### config.mk
export PLATFORM = sky130hd
export DESIGN_NAME = rr_arb_mux
export DESIGN_NICKNAME = d
export VERILOG_FILES = /design/src/rtl/rr_arb_mux.sv
export SDC_FILE = /design/constraint.sdc
export NUM_CORES = 1
export LEC_CHECK = 0
export ABC_CLOCK_PERIOD_IN_PS = 3200
export CORE_MARGIN = 2
export CORE_UTILIZATION = 32
export CTS_CLUSTER_SIZE = 12
export DETAILED_ROUTE_END_ITERATION = 10
export PLACE_DENSITY = 0.89
export SLEW_MARGIN = 10
export SYNTH_ARGS = -nofsm -noshare
export SYNTH_HDL_FRONTEND = slang
export SYNTH_SLANG_ARGS = --single-unit
### constraint.sdc
create_clock -name clk -period 3.2 [get_ports clk]
set_input_delay 0.96 -clock clk [delete_from_list [all_inputs] [get_ports clk]]
set_output_delay 0.96 -clock clk [all_outputs]
set_load 0.1 [all_outputs]
### src/rtl/rr_arb_mux.sv
// N-channel arbiter feeding a single registered output slot.
// Round-robin or fixed-priority selection, one word per cycle under no backpressure.
module rr_arb_mux #(
    parameter  int WIDTH = 32,
    parameter  int NCH   = 4,
    localparam int CW    = $clog2(NCH)
) (
    input  logic                 clk,
    input  logic                 rst_n,
    input  logic [NCH-1:0]       in_valid,
    input  logic [NCH*WIDTH-1:0] in_data,
    output logic [NCH-1:0]       in_ready,
    input  logic                 fixed_pri,
    output logic                 out_valid,
    output logic [WIDTH-1:0]     out_data,
    output logic [CW-1:0]        out_ch,
    input  logic                 out_ready
);

    logic             vld_p1;
    logic [WIDTH-1:0] data_p1;
    logic [CW-1:0]    ch_p1;
    logic [CW-1:0]    last_ch;

    logic             load_en;
    logic             found;
    logic [CW-1:0]    win_ch;
    logic [CW-1:0]    idx;
    logic [WIDTH-1:0] win_data;

    assign load_en = !vld_p1 | out_ready;

    // Stage p0: pick a winner. Round-robin searches from last_ch+1 upward; the
    // k=NCH step wraps back onto last_ch itself, so a lone requester always wins.
    always_comb begin
        found  = 1'b0;
        win_ch = '0;
        idx    = '0;
        if (fixed_pri) begin
            for (int i = 0; i < NCH; i++) begin
                if (!found && in_valid[i]) begin
                    found  = 1'b1;
                    win_ch = CW'(i);
                end
            end
        end else begin
            for (int k = 1; k <= NCH; k++) begin
                idx = last_ch + CW'(k);
                if (!found && in_valid[idx]) begin
                    found  = 1'b1;
                    win_ch = idx;
                end
            end
        end
    end

    assign win_data = in_data[win_ch*WIDTH +: WIDTH];

    // rst_n gates the grant so no channel is acknowledged while reset is held.
    assign in_ready = (rst_n && load_en && found) ? (NCH'(1) << win_ch) : '0;

    // Stage p1: output slot and round-robin pointer.
    always_ff @(posedge clk or negedge rst_n) begin
        if (!rst_n) begin
            vld_p1  <= 1'b0;
            data_p1 <= '0;
            ch_p1   <= '0;
            last_ch <= CW'(NCH-1);
        end else if (load_en) begin
            vld_p1 <= found;
            if (found) begin
                data_p1 <= win_data;
                ch_p1   <= win_ch;
                if (!fixed_pri)
                    last_ch <= win_ch;
            end
        end
    end

    assign out_valid = vld_p1;
    assign out_data  = data_p1;
    assign out_ch    = ch_p1;

endmodule

==> results of run 1 <==
==> power groups by stage <==
stage	Clock, mW	Combinational [mW]	Sequential, mW
after floorplan	0	0.536	1.49
after global placement	0	1.86	0.679
after detailed placement	0	1.89	0.688
after CTS	0.311	1.94	0.682
after global routing	0.333	2.04	0.705
final	0.300	1.97	0.685
==> flip-flops by register name, indices dropped and copies added (netlist names) <==
signal     cells
last_ch        2
out_ch         2
out_data      32
out_valid      1
==> Yosys cell counts, drive strengths merged, types with 2 or more instances <==
cell / count / share of area, %
a222oi: 16 / 6.6
nand2: 25 / 4.3
dfrtp: 35 / 36
nor3: 2 / 0.41
o22ai: 16 / 4.1
nor2b: 2 / 0.52
mux2i: 33 / 14
nand2b: 5 / 1.3
dfstp: 2 / 2.2
o21ai: 19 / 3.9
buf: 11 / 3.5
nor2: 5 / 0.88
a21o: 16 / 5.0
clkbuf: 7 / 1.1
and3: 5 / 1.3
mux2: 18 / 9.0
==> worst min path at each step <==
stage	start	endpoint
final	out_data[13]$_DFFE_PN0P_	out_data[13]$_DFFE_PN0P_
after global routing	out_data[27]$_DFFE_PN0P_	out_data[27]$_DFFE_PN0P_
after CTS	out_data[13]$_DFFE_PN0P_	out_data[13]$_DFFE_PN0P_
after detailed placement	out_data[13]$_DFFE_PN0P_	out_data[13]$_DFFE_PN0P_
after global placement	out_data[13]$_DFFE_PN0P_	out_data[13]$_DFFE_PN0P_
after floorplan	last_ch[0]$_DFFE_PN1P_	last_ch[0]$_DFFE_PN1P_
==> cells by family (layout without fill, tap and decap cells) <==
| logic type | after synthesis | after routing | synth area share [%] |
|---|---|---|---|
| muxes | 51 | 51 | 22.6 |
| and+or+nand+nor | 48 | 48 | 9.80 |
| DFF | 37 | 37 | 38.3 |
| AOI/OAI and AO/OA | 79 | 79 | 24.6 |
| buffers and inverters | 19 | 219 | 4.74 |
==> cell type report <==
type	instances	area, um2
Clock inverter	1	5.00
Clock buffer	5	68.8
Inverter	1	3.75
Sequential cell	37	928
Tap cell	99	124
Multi-Input combinational cell	178	1550
Fill cell	596	2610
Timing Repair Buffer	212	2000
==> critical path: stages <==
cell                       delay [ns]
sky130_fd_sc_hd__buf_8           0.11
sky130_fd_sc_hd__nor4bb_4        0.28
sky130_fd_sc_hd__nor3_2          0.10
sky130_fd_sc_hd__a311oi_2        0.36
sky130_fd_sc_hd__and2_4          0.21
sky130_fd_sc_hd__and3_4          0.18
sky130_fd_sc_hd__buf_12          0.17
==> through the flow <==
stage	worst slack (ns)	total power, mW	area (um2)	hold slack (ns)
after floorplan	-0.0163	2.03	2520	0.646
after global placement	-0.480	2.54	4430	0.460
after detailed placement	-0.608	2.58	4430	0.467
after CTS	-0.0115	2.93	4610	0.483
after global routing	-0.194	3.08	4690	0.503
final	-0.139	2.95	4690	0.478
==> per-layer routing <==
metal	up-vias	GRT usage [%]
met3	22	5.98
met5	-	0
met2	140	38.4
li1	1309	-
met1	1311	23.4
met4	0	7.95
==> repair_timing <==
item,4_1_cts,5_1_grt
endpoints found under the setup margin,4,4
resized for setup,39,13
pin swaps,6,9
buffers inserted,8,2
==> flow_results.org, run 1 <==
** Timing
- Derived from the worst setup path, the maximum achievable clock frequency is 299 MHz.
- At the pin with the least slew margin, the transition time is 0.548 ns.
- Counting I/O delays and the setup requirement, the final critical path takes 3.34 ns.
- Final period utilization :: 104%
- Remaining max-slew budget at the tightest pin :: 63.5%
- RSZ-0062 raised after global routing :: true
- The count of final max-slew check failures was 0.
- Setup slack of the critical path after layout :: -0.139 ns
- Setup violations remaining at the end of the flow were counted as 4.
- Sum of negative setup slack :: -0.330 ns
- The number of failing hold endpoints at the final stage came to 0.
- Worst clock skew on the final layout :: 0.00523 ns

** Route
- In this run the remaining antenna-violating nets after routing total 0.
- Via-per-instance ratio :: 5.22
- Top Layer Used :: met4
- Detailed-router iteration count before antenna repair :: 5
- For this block, the via count after detailed routing is 2782.
- Remaining design rule violation count :: 0
- In the final routed layout, each cell accounts on average for 17.5 um.
- Detailed-routed wire length on met2 :: 4890 um
- Wires add up to 9300 um.
- In this run, the number of DRC markers left after iteration 0 of detailed routing was 119.
- The detailed router put a total of 3380 um of wire on met1.
- Summed over all nets, wire length on met3 after detailed routing comes to 766 um.

** Power and ir drop
- Of the total power, combinational logic draws 66.6%.
- Switching share of power :: 52.1%
- In this run the power spent charging and discharging nets is 1.54 mW.
- Share of total power in sequential cells :: 23.2%
- Internal cell power :: 1.41 mW
- Peak supply drop :: 0.374 mV
- Part of the power in the clock network :: 10.2%
- Power spread over the standard cell area amounts to 630 nW/um2.
- Summed over all cells, the static leakage comes to 2.21 nW.

** Critical path
- Start point of the critical path :: fixed_pri
- Number of cells traversed by the worst register-to-register path :: 8
- Flop2flop setup slack :: 0.51 ns
- Source of the worst register-to-register timing path :: last_ch[0]$_DFFE_PN1P_
- Data required time of the critical path :: 2.24 ns
- In this run the critical register-to-register path is captured at out_data[23]$_DFFE_PN0P_.
- Crit path launch type :: input port
- Data on the critical path arrives at its endpoint at 2.38 ns.
- Maximum fanout along the worst path :: 5
- The worst setup path is of the in2out kind.
- Critical path capture point type :: output port
- The critical path ends at in_ready[1].

** Yosys
- Count of unique library cells instantiated by Yosys :: 41
- Most common flop cell mapped by yosys :: sky130_fd_sc_hd__dfrtp_1
- Proportion of synthesized chip area in sequential cells :: 38.3%
- Cell area after synthesis :: 2430 um2
- Synthesis handed over a netlist of 234 instances.
- In this run the mean area of a mapped cell was 10.4 um2.
- Counting flops with a built-in enable in the synthesized netlist gives 0.
- Yosys printed 0 warnings.
- Counting flops with an async set or reset pin after synthesis yields a share of 100%.
- When the netlist entered floorplanning its net count stood at 370.
- Post-synthesis register bit count :: 37

** Clocking
- TritonCTS clock tree :: yes
- Clock transition at path regs :: 0.07 ns
- Number of CTS-inserted buffers :: 5
- Root cell of the clock tree :: sky130_fd_sc_hd__clkbuf_8
- Total number of clock tree sinks :: 37
- Clock Path Buffers :: 2
- Clock Latency Late Sink :: 0.28 ns
- CTS hold repair buffers :: 0
- H-tree lvl count :: 2

** Placed design
- The HPWL after detailed placement is 7030 um.
- Including well taps, the total number of placed cells is 517.
- During placement, the flow inserted port buffers numbering 174.
- Last weighted congestion value of the routability-driven placer :: 0.953

** Finish
- Net count, final :: 571
- Finished Layout Cells :: 533
- The post-route netlist has 29.3% of its cells at a drive strength greater than 1.
- P&R area growth vs syn :: 93.1%
- Most common cell after layout, fill and taps aside :: sky130_fd_sc_hd__clkdlybuf4s50_1
- In the layout the commonest cells are 129 x sky130_fd_sc_hd__clkdlybuf4s50_1, 71 x sky130_fd_sc_hd__buf_4, 35 x sky130_fd_sc_hd__dfrtp_1.
- Finished Core Util :: 64.3%
- Antenna Diode Count :: 0

** Job
- Max Cap Viol :: 0

** Global route
- Entering global routing, the biggest net connects 52 pins.
- In the global route stage, overall resource usage came out at 21.2%.
- The number of antenna violations at the first check in global routing came to 0.
- Global routing finished with a remaining overflow of 0.
- The first global-routing pass estimated 14000 um of wire.
- The number of global-route vias before repair came to 2798.

** Floorplan
- The die covers 8290 um2.
- The total area inside the core boundary comes to 7290 um2.
- Overall die width :: 91.1 um
- In this run the core area contains 31 standard-cell rows.
- The die is 91.1 um tall.
- Once the floorplan was initialized, standard cells occupied 33.3% of the core.
- Number of ports placed on the die boundary :: 175

** Min path
- Cell count of the worst hold path :: 1
- Path type of the worst min-delay path :: reg2reg

** Status
- The final reports fail on negative setup slack.
- Result of the run :: finished with violations
(Power assumes the default switching activity.)
==> inputs of run 2 (changes only) <==
Settings changed: ABC_CLOCK_PERIOD_IN_PS 3200 to 3500, CORE_UTILIZATION 32 to 35, HOLD_SLACK_MARGIN from default to 0.06, PLACE_DENSITY 0.89 to 0.92.
Clock period 3.2 ns to 3.5 ns, I/O delays scaled along.
==> run 2 against run 1 <==
  * The flow now finishes without violations
  * Combinational power down 10%
  * Final area down 1.4%
  * Register-to-register slack improved by 0.38 ns
  * Critical path depth increased by 2
  * Clock power is 11% lower
  * Die area is 8.2% lower
  * Non-clock buffer count grew 6
  * Worst hold slack better by 0.0025 ns
  * First-iteration DRC count decreased by 27%
  * Clock skew about the same
  * Critical path type unchanged
  * Largest power group unchanged
  * Highest routed layer unchanged
==> flow_results.org, run 2 (synthesis results as in run 1) <==
** Status
- The run finished with clean final reports.

** Placed design
- Last weighted congestion value of the routability-driven placer :: 0.885 (-7.2%)
- DP Worst Slack :: -0.462 ns (+0.146 ns)
- Count of input and output buffers :: 174 (unchanged)
- Hpwl dp :: 6700 um (-4.7%)

** Route
- The post-detailed-routing wire length was 8570 um (-7.9%).
- The via count normalized by instance count was 5.30 (+1.5%).
- Remaining design rule violation count :: 0 (unchanged)
- Routed wire per std cell :: 16.5 um (-5.6%)
- Total via count in the routed design :: 2756 (-0.93%)
- The DRC marker count from the first detailed-route iteration came to 87 (-27%).
- Number of nets with antenna violations after routing :: 0 (unchanged)
- Detailed-router iteration count before antenna repair :: 6 (+1)

** Floorplan
- The area of the die came to 7610 um2 (-8.2%).
- The site row count came to 30 (-3.2%).
- The I/O pin count was 175 (unchanged).
- The initial core utilization was 35.9% (+2.6 points).
- Overall die width :: 87.3 um (-4.2%)
- The height of the die was 87.3 um (-4.2%).
- Floorplan core area :: 6760 um2 (-7.3%)

** Global route
- The number of global-route vias before repair was 2875 (+2.8%).
- Number of antenna violations at the first check in global routing :: 0 (unchanged)
- Total global-route track usage :: 22.4% (+1.2 points)
- Global-route wire length before repair :: 13400 um (-4.0%)
- The pin count of the biggest net entering global routing was 36 (-31%).
- Remaining Overflow, GRT :: 0 (unchanged)

** Critical path
- The worst setup path is captured at an output port.
- Source of the worst register-to-register timing path :: last_ch[0]$_DFFE_PN1P_
- Maximum fanout along the worst path :: 5 (unchanged)
- Flop2flop setup slack :: 0.89 ns (+0.38 ns)
- The worst setup path is of the in2out kind.
- Crit path launch type :: input port
- The endpoint identified for the worst register-to-register timing path is out_data[3]$_DFFE_PN0P_.
- Number of cells traversed by the worst register-to-register path :: 7 (-1)
- Data required time of the critical path :: 2.45 ns (+0.21 ns)
- Data arrival, critical path :: 2.43 ns (+0.05 ns)

** Finish
- Max reg flops :: 32 (unchanged)
- From synthesis to final layout, the design area changed by 90.5%.
- Most common cell after layout, fill and taps aside :: sky130_fd_sc_hd__clkdlybuf4s50_1
- The layout net count came to 577 (+1.1%).
- Sequential cell area :: 928 um2 (unchanged)
- Fraction of layout cells with a size suffix above 1 :: 28.9% (-0.40 points)
- The count of antenna diodes in the layout came to 0 (unchanged).
- The filler cell count in the final layout is 519 (-13%).
- The library cells used most frequently in the layout, excluding fill and tap cells, are 129 x sky130_fd_sc_hd__clkdlybuf4s50_1, 77 x sky130_fd_sc_hd__buf_4, 35 x sky130_fd_sc_hd__dfrtp_1.
- The area of the multi-input gates came to 1490 um2 (-3.8%).

** Clocking
- H-tree lvl count :: 2 (unchanged)
- Clock tree synthesis selected as its root buffer the cell sky130_fd_sc_hd__clkbuf_8.
- CTS hold repair buffers :: 0 (unchanged)
- Total number of clock tree sinks :: 37 (unchanged)
- Clock Latency Late Sink :: 0.28 ns (about the same)
- TritonCTS built the clock tree.
- Clock Path Buffers :: 2 (unchanged)
- The clock input transition at the sequential cells of the worst setup and hold paths came to 0.07 ns (about the same).
- The number of buffers added by the clock tree synthesis step is 5 (unchanged).

** Timing
- The relative slew slack is 62.7% (-0.82 points).
- Sum of negative setup slack :: 0 ns (+0.330 ns)
- RSZ-0062 raised after global routing :: true
- The setup clock skew after layout was 0.00506 ns (-0.000171 ns).
- For this run, the top clock speed supported by timing is 287 MHz.
- Final setup vio count :: 0 (-4)
- The worst-case hold slack was 0.480 ns (+0.00253 ns).
- Of the available clock period, the critical path in the final layout requires 99.5%.
- Final max-slew violation count :: 0 (unchanged)
- The routed design could run at a clock period as short as 3.48 ns.
- Count of final hold-check violations :: 0 (unchanged)
- The setup slack after layout was 0.0183 ns (+0.157 ns).
- Worst slew pin tran :: 0.560 ns (+0.0122 ns)

** Power and ir drop
- Total design power :: 2.66 mW (-9.9%)
- The leakage power total was 2.21 nW (-0.18%).
- Peak supply drop :: 0.265 mV (-29%)
- The internal power consumption came to 1.28 mW (-9.6%).
- Share of total power in sequential cells :: 23.5% (+0.3 points)
- The switching share of total power came to 51.9% (-0.19 points).
- Part of the power in the clock network :: 10.0% (-0.2 points)
- The total net switching power is 1.38 mW (-10%).
- The power density normalized to cell area was 575 nW/um2 (-8.7%).
- The combinational cell fraction of total power was 66.5% (about the same).

** Min path
- For hold timing, the worst endpoint is out_data[22]$_DFFE_PN0P_.
- The worst hold path begins at out_data[22]$_DFFE_PN0P_.
- Path type of the worst min-delay path :: reg2reg
- Cell count of the worst hold path :: 1 (unchanged)

** Job
- Max Cap Viol :: 0 (unchanged)
## run 2: cell types whose count changed in the layout (fill, tap and decap cells not counted), moves of 2 or more
cell                       previous run  this run
sky130_fd_sc_hd__buf_12               6         4
sky130_fd_sc_hd__buf_4               71        77
sky130_fd_sc_hd__clkbuf_2             0         3
sky130_fd_sc_hd__nand2b_1             2         5
sky130_fd_sc_hd__nand2b_4             3         0
sky130_fd_sc_hd__nor3_2               2         0
sky130_fd_sc_hd__o21ai_1             18        16
## run 2: per-layer routing
layer  routed length (um)  track usage [%]
met1                 3240             24.2
met4                  120             5.73
met2                 4590             42.6
met3                  617             6.07
met5                    0                0
## run 2: layout make-up
class | instances | area share [%]
well taps | 80 | 2.17
clock inverters | 1 | 0.108
inverters | 1 | 0.0812
repair buffers | 218 | 43.7
multi-input cells | 178 | 32.3
clock buffers | 5 | 1.49
flip-flops and latches | 37 | 20.1
## run 2: worst max path at each step
stage                      from     endpoint  slack (ns)  cells after the start
finish              in_valid[3]  in_ready[1]        0.02                      9
global route          fixed_pri  in_ready[1]       -0.04                      7
CTS                 in_valid[0]  in_ready[2]       0.002                      8
detailed placement  in_valid[3]  in_ready[1]       -0.46                      8
global placement    in_valid[3]  in_ready[3]       -0.43                      7
floorplan           in_valid[0]  in_ready[3]        -0.1                      6
## run 2: power groups by stage
stage | sequential, mW | combinational [mW] | clock (mW)
6_report | 0.624 | 1.77 | 0.266
5_1_grt | 0.639 | 1.84 | 0.293
4_1_cts | 0.621 | 1.74 | 0.275
3_5_place_dp | 0.625 | 1.70 | 0
3_3_place_gp | 0.623 | 1.68 | 0
2_1_floorplan | 1.36 | 0.463 | 0
## run 2: worst max-delay path: stages
cell,delay (ns)
sky130_fd_sc_hd__buf_8,0.10
sky130_fd_sc_hd__buf_6,0.10
sky130_fd_sc_hd__buf_4,0.13
sky130_fd_sc_hd__nand2_1,0.10
sky130_fd_sc_hd__a211o_1,0.18
sky130_fd_sc_hd__a2bb2oi_4,0.22
sky130_fd_sc_hd__and2_4,0.19
sky130_fd_sc_hd__and3_4,0.18
sky130_fd_sc_hd__buf_12,0.17
## run 2: per-stage QoR
step | instance area (um2) | utilization, % | cells
floorplan | 2450 | - | 234
global placement | 4370 | 64.6 | 501
detailed placement | 4370 | 64.6 | 501
CTS | 4530 | 67.0 | 514
global route | 4620 | 68.4 | 520
finish | 4620 | 68.4 | 520
## run 2: timing repair
item,4_1_cts,5_1_grt
setup buffers,7,6
pin swaps,9,6
endpoints found under the setup margin,4,4
resized for setup,24,20
==> inputs of run 3 (changes only) <==
Settings changed: ABC_AREA from default to 1, CORE_UTILIZATION 35 to 39, CTS_CLUSTER_SIZE 12 to 14, PLACE_DENSITY 0.92 to 0.93.
==> run 3 against run 2 <==
  * Area after synthesis rose by 28%
  * Clock-buffer cell count grew 1
  * Sequential power up 25%
  * Setup slack improved by 0.012 ns
  * Global-route usage grew 2.3 points
  * Power grew 77%
  * Utilization down 2.9 points
  * Maximum frequency rose by 0.35%
  * Clock skew decreased by 0.0014 ns
  * Clock power up 46%
  * Critical path depth is 1 higher
  * Critical path type unchanged
  * Largest cell class is now multi-input combinational cells
==> flow_results.org, run 3 <==
** Status
- The flow ran to the end, and the final reports show no timing, DRC or antenna violations.

** Yosys
- Synthesized net count :: 672 (+82%)
- The mean area per synthesized cell is 5.78 um2 (-44%).
- Proportion of synthesized chip area in sequential cells :: 30.0% (-8.3 points)
- Cell types with the highest counts after synthesis :: 340 x sky130_fd_sc_hd__nand2_1, 68 x sky130_fd_sc_hd__nand3_1, 35 x sky130_fd_sc_hd__dfrtp_1
- The unique cell type count in the Yosys netlist was 24 (-41%).
- Dominant cells by area after synthesis :: sky130_fd_sc_hd__nand2_1 41%, sky130_fd_sc_hd__dfrtp_1 28%, sky130_fd_sc_hd__nand3_1 11%, sky130_fd_sc_hd__nand2_2 4.6%, sky130_fd_sc_hd__buf_2 2.3%
- The count of flip-flops with a built-in enable after synthesis is 0 (unchanged).
- Post-synthesis cell count :: 536 (+130%)
- The number of register bits inferred by synthesis was 37 (unchanged).
- In the post-synthesis netlist, the cell with the most instances is sky130_fd_sc_hd__nand2_1.
- Share of the synthesized area in the top cell type :: 41.2% (+5.1 points)
- Cell area after synthesis :: 3100 um2 (+28%)
- Biggest area consumer among synthesized cells :: sky130_fd_sc_hd__nand2_1
- Proportion of register bits with asynchronous set or reset after synthesis :: 100% (unchanged)
- Count of synthesis-stage warnings from yosys :: 0 (unchanged)
- Among all flip-flop cells after synthesis, the most frequent one is sky130_fd_sc_hd__dfrtp_1.

** Critical path
- The required arrival time at the worst endpoint was 2.45 ns (about the same).
- STA classifies the critical path endpoint as an output port.
- The worst setup path is launched from an input port.
- By startpoint and endpoint, the worst setup path is classified as in2out.
- Data arrival, critical path :: 2.42 ns (about the same)
- The maximum fanout along the worst path came to 4 (-1).

** Clocking
- The tree is rooted in a sky130_fd_sc_hd__clkbuf_8.
- The clock input transition at the sequential cells of the worst setup and hold paths is 0.07 ns (about the same).
- The clock latency of the later-clocked register in the worst-skew pair came to 0.29 ns (about the same).
- Number of CTS-inserted buffers :: 5 (unchanged)
- The count of clock tree sinks was 37 (unchanged).
- TritonCTS clock tree :: yes
- The H-tree depth came to 2 (unchanged).
- Clock Path Buffers :: 2 (unchanged)

** Floorplan
- Number of ports placed on the die boundary :: 175 (unchanged)
- Full die area :: 8670 um2 (+14%)
- The core region area is 7730 um2 (+14%).
- The initial core utilization came to 40.1% (+4.2 points).
- Number of cell rows :: 32 (+6.7%)
- Overall die width :: 93.1 um (+6.7%)
- Die H :: 93.1 um (+6.7%)

** Global route
- Vias in the first global route :: 3767 (+31%)
- The total routing usage reported by global routing was 24.7% (+2.3 points).
- The pin count of the biggest net entering global routing came to 65 (+81%).
- Global-route wire length before repair :: 17200 um (+28%)
- The number of antenna violations at the first check in global routing came to 0 (unchanged).
- Remaining Overflow, GRT :: 0 (unchanged)

** Timing
- Final max-slew violation count :: 0 (unchanged)
- The setup clock skew after layout was 0.00367 ns (-0.00138 ns).
- The share of the clock period used by the worst path is 99.1% (-0.35 points).
- The time the final worst path needs with I/O delays and setup is 3.47 ns (-0.0121 ns).
- The number of setup violations in the final report was 0 (unchanged).
- Worst slew pin tran :: 0.698 ns (+0.138 ns)
- Remaining max-slew budget at the tightest pin :: 53.5% (-9.2 points)
- Worst slack on hold paths :: 0.483 ns (+0.00224 ns)
- The achievable clock frequency was 288 MHz (+0.35%).
- The number of failing hold endpoints at the final stage was 0 (unchanged).

** Power and ir drop
- Peak supply drop :: 0.627 mV (+140%)
- The power density normalized to cell area is 926 nW/um2 (+61%).
- Leakage power of the design :: 2.71 nW (+23%)

** Finish
- Fraction of layout cells with a size suffix above 1 :: 18.3% (-11 points)
- Antenna Diode Count :: 0 (unchanged)
- Max reg flops :: 32 (unchanged)
- Finished Core Util :: 65.5% (-2.9 points)
- The area of the multi-input gates was 2030 um2 (+36%).
- P&R area growth vs syn :: 63.5%
- The filler cell count in the final layout came to 658 (+27%).
- Most common cell after layout, fill and taps aside :: sky130_fd_sc_hd__nand2_1
- Leading cell types in the layout, fill and taps excluded :: 324 x sky130_fd_sc_hd__nand2_1, 129 x sky130_fd_sc_hd__clkdlybuf4s50_1, 68 x sky130_fd_sc_hd__nand3_1
- The layout net count was 836 (+45%).
- The area taken by flip-flops and latches was 928 um2 (unchanged).

** Job
- The max capacitance violation total is 0 (unchanged).

** Min path
- The tightest min-delay check is of the reg2reg type.

** Placed design
- The placer congestion estimate was 0.934 (+5.5%).
- Hpwl dp :: 7800 um (+16%)
- Count of input and output buffers :: 174 (unchanged)

** Route
- The detailed-route wire length per cell came to 13.4 um (-19%).
- Number of nets with antenna violations after routing :: 0 (unchanged)
- Via-per-instance ratio :: 4.91 (-7.3%)
- Overall routed net length :: 10800 um (+26%)
- Total via count in the routed design :: 3946 (+43%)
- Remaining design rule violation count :: 0 (unchanged)
- Detailed Route Iter0 Violations :: 170 (+95%)
- Detailed-router iteration count before antenna repair :: 4 (-2)
run 3: cell count changes after synthesis, moves of 15 or more:
cell	change
sky130_fd_sc_hd__nand3_1	+67
sky130_fd_sc_hd__a222oi_1	-16
sky130_fd_sc_hd__nand2_1	+317
sky130_fd_sc_hd__o22ai_1	-16
sky130_fd_sc_hd__o21ai_1	-15
sky130_fd_sc_hd__a21o_1	-16
sky130_fd_sc_hd__nand2_2	+22
sky130_fd_sc_hd__mux2i_1	-33
run 3: cell type report:
| class | count | share of cell area [%] |
|---|---|---|
| clock buffer | 6 | 1.63 |
| sequential | 37 | 18.3 |
| timing repair buffer | 192 | 35.8 |
| inverter | 10 | 0.939 |
| tap | 102 | 2.52 |
| clock inverter | 2 | 0.741 |
| multi-input combinational | 454 | 40.1 |
run 3: per-layer routing:
layer	GRT usage [%]	vias up	routed length [um]
met5	0	-	0
met4	8.09	0	342
met3	5.08	34	751
met2	44.7	159	5430
met1	29.2	1771	4250
li1	-	1982	-
run 3: kinds of logic (layout without fill, tap and decap cells):
kind of cell           count (synthesis)  in the layout  synth area share, %
DFF                                   37             37                 30.0
AOI/OAI and AO/OA                      8              8                 1.29
buffers and inverters                 45            210                 9.09
and+or+nand+nor                      446            446                 59.7
run 3: final timing paths:
check                                         start                        to  slack (ns)  cells after the start
max in group asynchronous                     rst_n    last_ch[1]$_DFFE_PN1P_        2.26                      2
min reg2reg                out_data[18]$_DFFE_PN0P_  out_data[18]$_DFFE_PN0P_        0.48                      2
max reg2reg                  last_ch[0]$_DFFE_PN1P_   out_data[7]$_DFFE_PN0P_        0.67                     19
max                                     in_valid[0]               in_ready[2]        0.03                     10
min                        out_data[18]$_DFFE_PN0P_  out_data[18]$_DFFE_PN0P_        0.48                      2
min in group asynchronous                     rst_n     out_ch[0]$_DFFE_PN0P_        0.90                      2
run 3: repair_timing:
action | in CTS | in global routing
gates resized for setup | 17 | 20
setup buffers | 1 | 3
hold buffers | 0 | 0
pin swaps | 5 | 7
endpoints found under the setup margin | 4 | 4
run 3: report_power, final:
group | internal [mW] | switching [mW] | total [mW]
logic | 0.898 | 2.62 | 3.52
registers | 0.638 | 0.142 | 0.780
clock network | 0.232 | 0.158 | 0.389
total | 1.77 | 2.92 | 4.69
run 3: per-stage QoR:
step	setup WS (ns)	setup TNS (ns)	cells	instance area, um2	power, mW
floorplan	-0.256	-0.945	536	3190	3.52
global placement	-0.345	-1.23	791	4870	4.15
detailed placement	-0.422	-2.09	791	4870	4.22
CTS	0.00378	0	800	5010	4.63
global route	-0.0583	-0.112	803	5060	4.97
finish	0.0304	0	803	5060	4.69
run 3: critical path, stage by stage:
cell and delay, ns:
sky130_fd_sc_hd__clkbuf_2 0.11, sky130_fd_sc_hd__buf_4 0.15, sky130_fd_sc_hd__nor2_1 0.20, sky130_fd_sc_hd__nand3b_1 0.16, sky130_fd_sc_hd__nand2_1 0.11, sky130_fd_sc_hd__inv_2 0.05
sky130_fd_sc_hd__nand2_4 0.09, sky130_fd_sc_hd__nand2_8 0.08, sky130_fd_sc_hd__nor3_4 0.21, sky130_fd_sc_hd__buf_12 0.20
